==> src/rtl/deconvolution_pkg.sv <==
// Shared types and constants for the deconvolution block: FSM states,
// residual width and output saturation limits.
package deconvolution_pkg;

  typedef enum logic [1:0] {IDLE, MAC, DIV, OUT} state_t;

  localparam int DEF_N = 16;

  // Residual carries y (2N) minus up to LEN1-1 products (2N each) plus sign headroom.
  function automatic int res_width(input int n);
    return 2 * n + 2;
  endfunction

  function automatic longint sat_max(input int n);
    return (longint'(1) <<< (n - 1)) - 1;
  endfunction

  function automatic longint sat_min(input int n);
    return -(longint'(1) <<< (n - 1));
  endfunction

endpackage

==> src/rtl/deconvolution_if.sv <==
// Streaming handshake bundle: convolved samples in, recovered samples out.
interface deconvolution_if #(parameter int N = 16);

  logic                  in_valid;
  logic                  in_ready;
  logic signed [2*N-1:0] in_data;
  logic                  out_valid;
  logic                  out_ready;
  logic signed [N-1:0]   out_data;

  modport master (output in_valid, in_data, out_ready,
                  input  in_ready, out_valid, out_data);
  modport slave  (input  in_valid, in_data, out_ready,
                  output in_ready, out_valid, out_data);

endinterface

==> src/rtl/deconv_div.sv <==
// Restoring serial divider: signed RW-bit dividend by signed N-bit divisor,
// one quotient bit per cycle, result rounded toward zero.
module deconv_div
  import deconvolution_pkg::*;
#(
  parameter int N  = 16,
  parameter int RW = res_width(N)
) (
  input  logic                 clk,
  input  logic                 rst_n,
  input  logic                 start,
  input  logic signed [RW-1:0] dividend,
  input  logic signed [N-1:0]  divisor,
  output logic signed [RW-1:0] quotient,
  output logic                 done
);

  localparam int CW = $clog2(RW + 1);

  logic [N-1:0]  rem;
  logic [N-1:0]  dvs_abs;
  logic [RW-1:0] quo;
  logic [CW-1:0] cnt;
  logic          neg;
  logic          busy;

  logic [RW-1:0] dvd_abs;
  logic [N-1:0]  dvs_in_abs;
  logic [N-1:0]  rem_in;
  logic [N-1:0]  dvs_use;
  logic [N:0]    trial;
  logic          bit_in;
  logic          q_bit;
  logic [N-1:0]  rem_nxt;

  assign dvd_abs    = dividend[RW-1] ? $unsigned(-dividend) : $unsigned(dividend);
  assign dvs_in_abs = divisor[N-1]   ? $unsigned(-divisor)  : $unsigned(divisor);

  // The load cycle already performs the first shift/subtract, so the
  // quotient is complete RW cycles after start, counting the start edge.
  always_comb begin
    rem_in  = start ? '0 : rem;
    bit_in  = start ? dvd_abs[RW-1] : quo[RW-1];
    dvs_use = start ? dvs_in_abs : dvs_abs;
    trial   = {rem_in, bit_in};
    q_bit   = (trial >= {1'b0, dvs_use});
    rem_nxt = q_bit ? N'(trial - {1'b0, dvs_use}) : N'(trial);
  end

  always_ff @(posedge clk or negedge rst_n) begin
    if (!rst_n) begin
      rem     <= '0;
      dvs_abs <= '0;
      quo     <= '0;
      cnt     <= '0;
      neg     <= 1'b0;
      busy    <= 1'b0;
    end else if (start) begin
      rem     <= rem_nxt;
      quo     <= {dvd_abs[RW-2:0], q_bit};
      dvs_abs <= dvs_in_abs;
      neg     <= dividend[RW-1] ^ divisor[N-1];
      cnt     <= CW'(RW - 1);
      busy    <= 1'b1;
    end else if (busy && cnt != '0) begin
      rem <= rem_nxt;
      quo <= {quo[RW-2:0], q_bit};
      cnt <= cnt - 1'b1;
    end
  end

  assign quotient = neg ? -$signed(quo) : $signed(quo);
  assign done     = busy && (cnt == '0);

endmodule

==> src/rtl/deconvolution.sv <==
// Sample-by-sample inverse FIR: x[n] = (y[n] - sum h[k]*x[n-k]) / h[0].
// Define DECONV_SAT_EN to saturate out-of-range quotients instead of wrapping.
//
// state | meaning
// IDLE  | waiting for a sample, in_ready high once out of reset
// MAC   | one tap product subtracted from the residual per cycle
// DIV   | serial division of the residual by h[0]
// OUT   | result held on out_data until out_ready
module deconvolution
  import deconvolution_pkg::*;
#(
  parameter int N    = DEF_N,
  parameter int LEN1 = 3
) (
  input  logic              clk,
  input  logic              rst_n,
  input  logic [LEN1*N-1:0] signal1,
  input  logic              start,
  deconvolution_if.slave    bus,
  output logic              div_err
);

  localparam int RW = res_width(N);
  localparam int CW = $clog2(LEN1 + 1);
  localparam logic signed [N-1:0] OUT_MAX = N'(sat_max(N));
  localparam logic signed [N-1:0] OUT_MIN = N'(sat_min(N));
`ifdef DECONV_SAT_EN
  localparam logic signed [RW-1:0] Q_MAX = RW'(sat_max(N));
  localparam logic signed [RW-1:0] Q_MIN = RW'(sat_min(N));
`endif

  state_t              state;
  logic [LEN1*N-1:0]   taps_q;
  logic signed [N-1:0] hist [LEN1-1];
  logic signed [RW-1:0] acc;
  logic [CW-1:0]       mac_cnt;

  logic signed [N-1:0]   tap_sel;
  logic signed [N-1:0]   hist_sel;
  logic signed [2*N-1:0] prod;
  logic signed [RW-1:0]  acc_nxt;
  logic signed [RW-1:0]  quo;
  logic signed [N-1:0]   result;
  logic                  div_start;
  logic                  div_done;
  logic                  accept;
  logic                  h0_zero;

  assign accept    = (state == IDLE) && bus.in_ready && bus.in_valid;
  assign div_start = (state == MAC) && (mac_cnt == CW'(1));
  assign h0_zero   = ~|taps_q[N-1:0];

  // mac_cnt counts down from LEN1-1, selecting taps 1..LEN1-1 in turn.
  always_comb begin
    tap_sel  = '0;
    hist_sel = '0;
    for (int k = 1; k < LEN1; k++) begin
      if (mac_cnt == CW'(LEN1 - k)) begin
        tap_sel  = taps_q[k*N +: N];
        hist_sel = hist[k-1];
      end
    end
    prod    = tap_sel * hist_sel;
    acc_nxt = acc - {{(RW-2*N){prod[2*N-1]}}, prod};
  end

  always_comb begin
    result = '0;
    if (h0_zero) begin
      if (acc[RW-1])     result = OUT_MIN;
      else if (|acc)     result = OUT_MAX;
    end else begin
`ifdef DECONV_SAT_EN
      if (quo > Q_MAX)      result = OUT_MAX;
      else if (quo < Q_MIN) result = OUT_MIN;
      else                  result = N'(quo);
`else
      result = N'(quo);
`endif
    end
  end

  // Dividend is the residual including the last MAC product, so the
  // divider starts on the same edge that enters DIV.
  deconv_div #(.N(N), .RW(RW)) u_div (
    .clk      (clk),
    .rst_n    (rst_n),
    .start    (div_start),
    .dividend (acc_nxt),
    .divisor  (taps_q[N-1:0]),
    .quotient (quo),
    .done     (div_done)
  );

  always_ff @(posedge clk or negedge rst_n) begin
    if (!rst_n) begin
      state         <= IDLE;
      taps_q        <= '0;
      acc           <= '0;
      mac_cnt       <= '0;
      div_err       <= 1'b0;
      bus.in_ready  <= 1'b0;
      bus.out_valid <= 1'b0;
      bus.out_data  <= '0;
      for (int k = 0; k < LEN1 - 1; k++) hist[k] <= '0;
    end else begin
      case (state)
        IDLE: begin
          if (start) begin
            div_err <= 1'b0;
            for (int k = 0; k < LEN1 - 1; k++) hist[k] <= '0;
          end
          if (accept) begin
            taps_q       <= signal1;
            acc          <= {{(RW-2*N){bus.in_data[2*N-1]}}, bus.in_data};
            mac_cnt      <= CW'(LEN1 - 1);
            bus.in_ready <= 1'b0;
            state        <= MAC;
          end else begin
            bus.in_ready <= 1'b1;
          end
        end
        MAC: begin
          acc     <= acc_nxt;
          mac_cnt <= mac_cnt - 1'b1;
          if (mac_cnt == CW'(1)) state <= DIV;
        end
        DIV: begin
          if (div_done) begin
            bus.out_data  <= result;
            bus.out_valid <= 1'b1;
            if (h0_zero) div_err <= 1'b1;
            state <= OUT;
          end
        end
        OUT: begin
          if (bus.out_ready) begin
            bus.out_valid <= 1'b0;
            bus.in_ready  <= 1'b1;
            for (int k = LEN1 - 2; k > 0; k--) hist[k] <= hist[k-1];
            hist[0] <= bus.out_data;
            state   <= IDLE;
          end
        end
        default: state <= IDLE;
      endcase
    end
  end

endmodule

==> src/flat_wrapper.sv <==
// flat-port wrapper written by rule: the top's interface ports become plain ports
module deconvolution_flat import deconvolution_pkg::*;
#(
  parameter int N    = DEF_N,
  parameter int LEN1 = 3
)
  (clk, rst_n, signal1, start, div_err, bus_in_valid, bus_in_data, bus_out_ready, bus_in_ready, bus_out_valid, bus_out_data);
  deconvolution_if #(.N(N)) bus_i ();
  input  logic clk;
  input  logic rst_n;
  input  logic [LEN1*N-1:0] signal1;
  input  logic start;
  output logic div_err;
  input wire logic [$bits(bus_i.in_valid)-1:0] bus_in_valid;
  input wire logic [$bits(bus_i.in_data)-1:0] bus_in_data;
  input wire logic [$bits(bus_i.out_ready)-1:0] bus_out_ready;
  output wire logic [$bits(bus_i.in_ready)-1:0] bus_in_ready;
  output wire logic [$bits(bus_i.out_valid)-1:0] bus_out_valid;
  output wire logic [$bits(bus_i.out_data)-1:0] bus_out_data;
  assign bus_i.in_valid = bus_in_valid;
  assign bus_i.in_data = bus_in_data;
  assign bus_i.out_ready = bus_out_ready;
  assign bus_in_ready = bus_i.in_ready;
  assign bus_out_valid = bus_i.out_valid;
  assign bus_out_data = bus_i.out_data;
  deconvolution #(.N(N), .LEN1(LEN1)) u_core (.clk(clk), .rst_n(rst_n), .signal1(signal1), .start(start), .bus(bus_i), .div_err(div_err));
endmodule
==> config.mk <==
export PLATFORM = sky130hd
export DESIGN_NAME = deconvolution_flat
export DESIGN_NICKNAME = d
export VERILOG_FILES = /design/src/rtl/deconvolution_pkg.sv /design/src/rtl/deconvolution_if.sv /design/src/rtl/deconv_div.sv /design/src/rtl/deconvolution.sv /design/src/flat_wrapper.sv
export SDC_FILE = /design/constraint.sdc
export NUM_CORES = 1
export LEC_CHECK = 0
export ABC_AREA = 1
export BUFFER_PORTS_ARGS = -buffer_cell sky130_fd_sc_hd__buf_2
export CORE_ASPECT_RATIO = 0.7
export CORE_MARGIN = 10
export CORE_UTILIZATION = 60
export CTS_CLUSTER_DIAMETER = 200
export DETAILED_ROUTE_END_ITERATION = 6
export GPL_ROUTABILITY_DRIVEN = 1
export PLACE_DENSITY = 0.9
export REMOVE_ABC_BUFFERS = 1
export SYNTH_ARGS = -nofsm -noshare
export SYNTH_HDL_FRONTEND = slang
export SYNTH_SLANG_ARGS = --single-unit
==> constraint.sdc <==
create_clock -name clk -period 11.5 [get_ports clk]
set_input_delay 2.3 -clock clk [delete_from_list [all_inputs] [get_ports clk]]
set_output_delay 2.3 -clock clk [all_outputs]
set_load 0.01 [all_outputs]
# After elaboration in Yosys (flattened, before gate mapping)
# Index checks and enable logic that the tools add are counted.
[totals]
reg_bits = 211
inputBits = 85
out_inout_bits = 19
elab_cells = 102
[classes]
add_sub_neg = 7
mul = 1
order_cmp = 1
eq_ne = 11
muxes = 42
n_bitwise = 1
reduce_logical = 23
[op_table]
columns = ["operator", "n"]
rows = [
  ["$mux W16", 13],
  ["$mux W34", 4],
  ["$pmux W34 S2", 1],
  ["$mux W32", 2],
  ["$pmux W32 S2", 1],
  ["$neg A34 Y34", 1],
  ["$reduce_or A34 Y1", 1],
  ["$sub A34 B34 Y34", 1],
  ["$mul A16 B16 Y32", 1],
  ["$neg A16 Y16", 2],
  ["$ge A17 B16 Y1", 1],
  ["$reduce_or A16 Y1", 1],
  ["$sub A16 B16 Y16", 1],
  ["$mux W15", 1],
  ["$mux W6", 2],
  ["$mux W2", 5],
  ["$reduce_bool A2 Y1", 5],
  ["$mux W1", 8],
  ["$ne A2 B2 Y1 const B", 4],
  ["$pmux W2 S4", 1],
  ["$reduce_and A2 Y1", 4],
  ["$reduce_and A4 Y1", 2],
  ["$eq A2 B2 Y1 const B", 3],
  ["$logic_not A6 Y1", 1],
  ["11 further kinds", 20],
]

# Depth between registers and ports, before layout
[depth]
depth_word = 12
depth_mapped = 64
depth_no_buf = 60

# Hierarchy
# Synthesis repeated with hierarchy kept, for this count alone.
[hier_totals]
cells_unflattened = 3240
hier_area_um2 = 24672.4
[modules_own_cells]
columns = ["module", "n_inst", "cells_each", "area_each_um2", "seq_area_each_um2"]
rows = [
  ["deconvolution", 1, 2105, 17840.9, 3428.3],
  ["deconv_div", 1, 1135, 6831.6, 1851.8],
]

# Worst setup path before layout
# Ideal clock, no wire load.
[synth_path]
path_kind = "register to register"
start = "register u_core.mac_cnt[1]"
end = "register u_core.u_div.rem[14]"
setup_time_ns = 0.134
arrival_ns = 10.215
required_time_ns = 11.366
setup_slack_ns = 1.151
path_stages_with_launch = 59
n_path_buf = 4
synth_period_minus_slack_ns = 10.349
cell_sequence = "dfrtp_1 inv_1 ha_1 buf_2 inv_2 nand2_1 inv_1 clkbuf_1 a22oi_1 clkinv_1 nand2_1 fa_1 fa_1 fa_1 inv_1 fa_1 fa_1 inv_1 [23 not listed] buf_4 buf_4 nand4_1 and2_1 ha_1 inv_1 fa_1 nand3_1 nand3_1 a21oi_1 o21ai_0 nand2_1 nand2_1 nand3_1 nand2_1 xor2_1 nand2_1 a31oi_1"
[synth_via]
elab_chain_cells = 12
elab_cells_between_ends = 20
classes_between = "add/sub (3); mul (1); order compare (1); eq/ne (2); mux (11); reduce/logical (2)"
[synth_rtl]
columns = ["element", "line_no", "rtl"]
rows = [
  ["from (decl)", "deconvolution.sv:36", "logic [CW-1:0] mac_cnt;"],
  ["from (signal assigned)", "deconvolution.sv:116", "mac_cnt <= CW'(LEN1 - 1);"],
  ["from (signal assigned)", "deconvolution.sv:125", "mac_cnt <= mac_cnt - 1'b1;"],
  ["$eq A2 B2 Y1", "deconvolution.sv:58", "if (mac_cnt == CW'(LEN1 - k)) begin"],
  ["$mux W16 (2 in series)", "deconvolution.sv:58", ""],
  ["$mul A16 B16 Y32", "deconvolution.sv:63", "prod = tap_sel * hist_sel;"],
  ["$sub A34 B34 Y34", "deconvolution.sv:64", "acc_nxt = acc - {{(RW-2*N){prod[2*N-1]}}, prod};"],
  ["$neg A34 Y34", "deconv_div.sv:36", "assign dvd_abs = dividend[RW-1] ? $unsigned(-dividend) : $unsigned(dividend);"],
  ["$mux W34", "deconv_div.sv:36", ""],
  ["$mux W1", "deconv_div.sv:43", "bit_in = start ? dvd_abs[RW-1] : quo[RW-1];"],
  ["$sub A16 B16 Y16 / $ge A17 B16 Y1 (equally long branches)", "deconv_div.sv:47, deconv_div.sv:46", ""],
  ["$mux W16", "deconv_div.sv:47", "rem_nxt = q_bit ? N'(trial - {1'b0, dvs_use}) : N'(trial);"],
  ["$mux W16", "deconv_div.sv:65", "end else if (busy && cnt != '0) begin"],
  ["$mux W16", "deconv_div.sv:58", "end else if (start) begin"],
  ["to (signal assigned)", "deconv_div.sv:59", "rem <= rem_nxt;"],
  ["to (signal assigned)", "deconv_div.sv:66", "rem <= rem_nxt;"],
  ["to (decl)", "deconv_div.sv:20", "logic [N-1:0] rem;"],
]
# Parallel ways exist; a longest one is shown, timed or not. The select of a mux whose other input is x is not followed.
# A chain may end at the register's enable or synchronous reset.

# Final worst setup path
[layout_path]
start = "register u_core.mac_cnt[0]"
end = "register u_core.u_div.rem[14]"
# Same word-level chain as after synthesis.

==> impl_results.md <==
- Status: finished clean
- Layout area overhead: 11.2%
- CTS Root Cell: clkbuf_16
- Hold-fix buffers, CTS: 0
- Share of cells above drive strength 1: 11.7%
- CTS clk-pin slew, worst paths: 0.07 ns
- Setup Skew: about 0.02 ns
- Seq/Total Area, Yosys: 21.3%
- Pwr/cell area: about 66 mW/mm^2
- Yosys warnings: 0
- Most used DFF post-synth: dfrtp_1
- Mean post-synth cell area: 7.33 um^2
- Number of synthesized flops with an enable pin: 0
- Final setup TNS: 0 ns
- Pins Over Slew Limit: 0
- Vias in the first global route: 22.6k
- Area occupied by multi-input gates: about 0.017 mm^2
- Worst endpoint data arrival time: 11.39 ns
- Overall routing resource usage: 30.3%
- Vias per cell: 5.72
- Core Region: 0.0409 mm^2
- Die Wd: 263 um
- I/O Buffers: 103
- Adder-cell share of the synthesized area: between 20 and 30%
- Crit Path Max Fanout: 10
- Worst Hold Class: reg2reg
- Routed via count: ~23k
- Simple-Gate Fraction of Synth Area: roughly a quarter
- Fill count: 3279
- Yosys reg bits: 211
- Max_slew headroom: 24.6%
- Fin crit share: between 90% and 100%
- Max H-tree Level: 1
- Area of the mapped netlist: around 0.025 mm^2
- Post-route ant nets: 0
- Cell with the most instances after synthesis: nand2_1
- Most used cell, CP: nand2_1
- Final min period: about 11 ns
- Register area: roughly 0.0053 mm^2
- CTS Buf Count: 24
- Total Nets Final: 3994
- Antenna violations before repair: 0
- Largest family of logic cells by synthesized area: adder cells
- Worst path slowest cell: fa_1
- Gate Count Post-Synth: 3377
- Top-area cell type share of the netlist area: between 20% and 30%
- Synth cell count leaders: nand2_1, inv_1, nor2_1
- Worst skew pair latency: 0.55 ns
- Inst Count DP: 3995
- Die area: 0.0499 mm^2
- Final core utilization: slightly below 70%
- Final HPWL DP: 60.8 mm
- Post-Synth XOR/XNOR Area: about 3.1%
- Hold Fails Final Rpt: 0
- Gpl congestion: 1.05
- ANT cells: 0
- Max VDD drop: just over 0.0001 V
- Grt ovf: 0
- Max Buffers Root-to-Sink: 3
- Detailed router's first-iteration violation count: 3016
- Compound-Gate Fraction of Synth Area: 9.21%
- Final setup viols: 0
- Startpoint types: register
- Crit. End Element: register
- Die H: 190 um
- Worst setup path category: reg2reg
- WL final: 77.0 mm
- Top post-synthesis cells by area: fa_1, dfrtp_1, nand2_1, inv_1, ha_1
- Top cell type by total area after synthesis: fa_1
- IO Pins: between 100 and 150
- First-pass GRT wire length: 122 mm
- Static leakage: 14.6 nW
- WP data required: 11.90 ns
- Drt drc: 0
- Netlist cell types: 50
- CTS tree: built
- Fmax achieved: 0.0909 GHz
- Largest stage delay, worst path: ~0.55 ns
- Final cell count without fillers: 4066
- Largest net degree at the start of global routing: 100
- Least-Margin Pin Slew: ~1.1 ns
- DP Area: 0.0261 mm^2
- Multiplexer share of the synthesized area: approximately 1.9%
- Layout Cell Area excl Fill: 0.0275 mm^2
- Async S/R FF share, synth: 100%
- Max-cap violations: 0
- CTS Sinks: 211
- Initial Utilization: 60.5%
- Num rows: between 60 and 70
- WL/cell: 18.9 um
- Pre-antenna DRT Iters: 6
power by group:
| part | total [W] | internal, W | leakage (nW) | switching [W] |
|---|---|---|---|---|
| clock | 0.000855 | 0.000504 | 0.420 | 0.000351 |
| sequential | 0.000762 | 0.000753 | 2.71 | 0.00000865 |
| combinational | 0.000202 | 0.0000588 | 11.5 | 0.000143 |
| total | 0.00182 | 0.00132 | 14.6 | 0.000502 |
per-layer routing:
layer  part of all wire (%)  vias up  global-route usage (%)
li1                       -    10700                       -
met1                     41    10900                    41.7
met2                     42     1462                    45.2
met3                     13      234                    8.12
met4                    4.5        0                    11.3
met5                      0        -                       0
flip-flops by register name, indices dropped and copies added, names as in the netlist:
register              flops
u_core.div_err            1
u_core.state              2
u_core.bus.out_valid      1
u_core.bus.out_data      16
u_core.u_div.neg          1
u_core.mac_cnt            2
u_core.taps_q            48
u_core.u_div.cnt          6
u_core.hist              32
u_core.bus.in_ready       1
u_core.u_div.quo         34
u_core.u_div.rem         16
u_core.u_div.busy         1
u_core.acc               34
u_core.u_div.dvs_abs     16
path summary, 6_finish.rpt:
check	from	end	slack (ns)	depth (start not counted)
max in group asynchronous	rst_n	u_core.u_div.dvs_abs[15]$_DFF_PN0_	7.67	3
setup reg to reg	u_core.mac_cnt[0]$_DFFE_PN0P_	u_core.u_div.rem[14]$_DFFE_PN0P_	0.50	56
hold reg to reg	u_core.u_div.cnt[3]$_DFFE_PN0P_	u_core.u_div.cnt[3]$_DFFE_PN0P_	0.48	1
setup / recovery	u_core.mac_cnt[0]$_DFFE_PN0P_	u_core.u_div.rem[14]$_DFFE_PN0P_	0.50	56
min in group asynchronous	rst_n	u_core.hist[9]$_DFFE_PN0P_	1.78	1
hold / removal	u_core.u_div.cnt[3]$_DFFE_PN0P_	u_core.u_div.cnt[3]$_DFFE_PN0P_	0.48	1
cell type report:
cell class | count | share of cell area [%]
Clock buffer | 28 | 2.39
Clock inverter | 16 | 0.746
Inverter | 700 | 9.62
Multi-Input combinational cell | 2377 | 61.3
Sequential cell | 211 | 19.2
Tap cell | 544 | 2.47
Timing Repair Buffer | 190 | 4.29
worst max-delay path: cells and delay by family (launching register included):
family	cells	cell delay (ns)
compound gates	12	2.25
xor+xnor	1	0.25
fa+ha+maj	10	4.13
buf+inv	14	1.56
flops	1	0.39
simple gates	19	2.27
cell usage in the layout, fill, tap and decap left out, types with 8 or more instances in the layout:
master	count
nand2_1	802
inv_1	667
nor2_1	340
fa_1	263
dfrtp_1	211
o21ai_0	177
nand3_1	147
ha_1	126
buf_2	103
a21oi_1	88
buf_4	85
xor2_1	48
nand4_1	46
mux2_2	42
nor2_2	31
xnor2_1	30
o22ai_1	26
clkbuf_16	25
o21ai_1	23
inv_2	21
nor3_1	21
a22oi_1	13
o21a_1	13
o211ai_1	13
a31oi_1	10
nor4_1	9
nand2_2	9
ha_2	9
clkinvlp_4	8
a21o_1	8
logic make-up (layout without fill, tap and decap cells):
logic type	count (synthesis)	after routing
buffers and inverters	789	934
AOI/OAI and AO/OA	407	407
xor gates and xnor gates	87	87
and+or+nand+nor	1436	1436
muxes	42	42
adders and majority gates	405	405
DFF	211	211
metrics by stage:
stage	worst slack (ns)	power [W]	hold WS, ns
global placement	0.214	0.000963	0.459
finish	0.503	0.00182	0.479
detailed placement	-0.116	0.000965	0.468
CTS	0.101	0.00181	0.482
floorplan	0.0130	0.000887	0.449
global route	-0.197	0.00187	0.500
what timing repair did:
item	CTS	global route
setup buffers	0	27
resized for setup	5	92
endpoints found under the setup margin	13	17
pin swaps	0	21
Power figures use the tool's default switching activity.
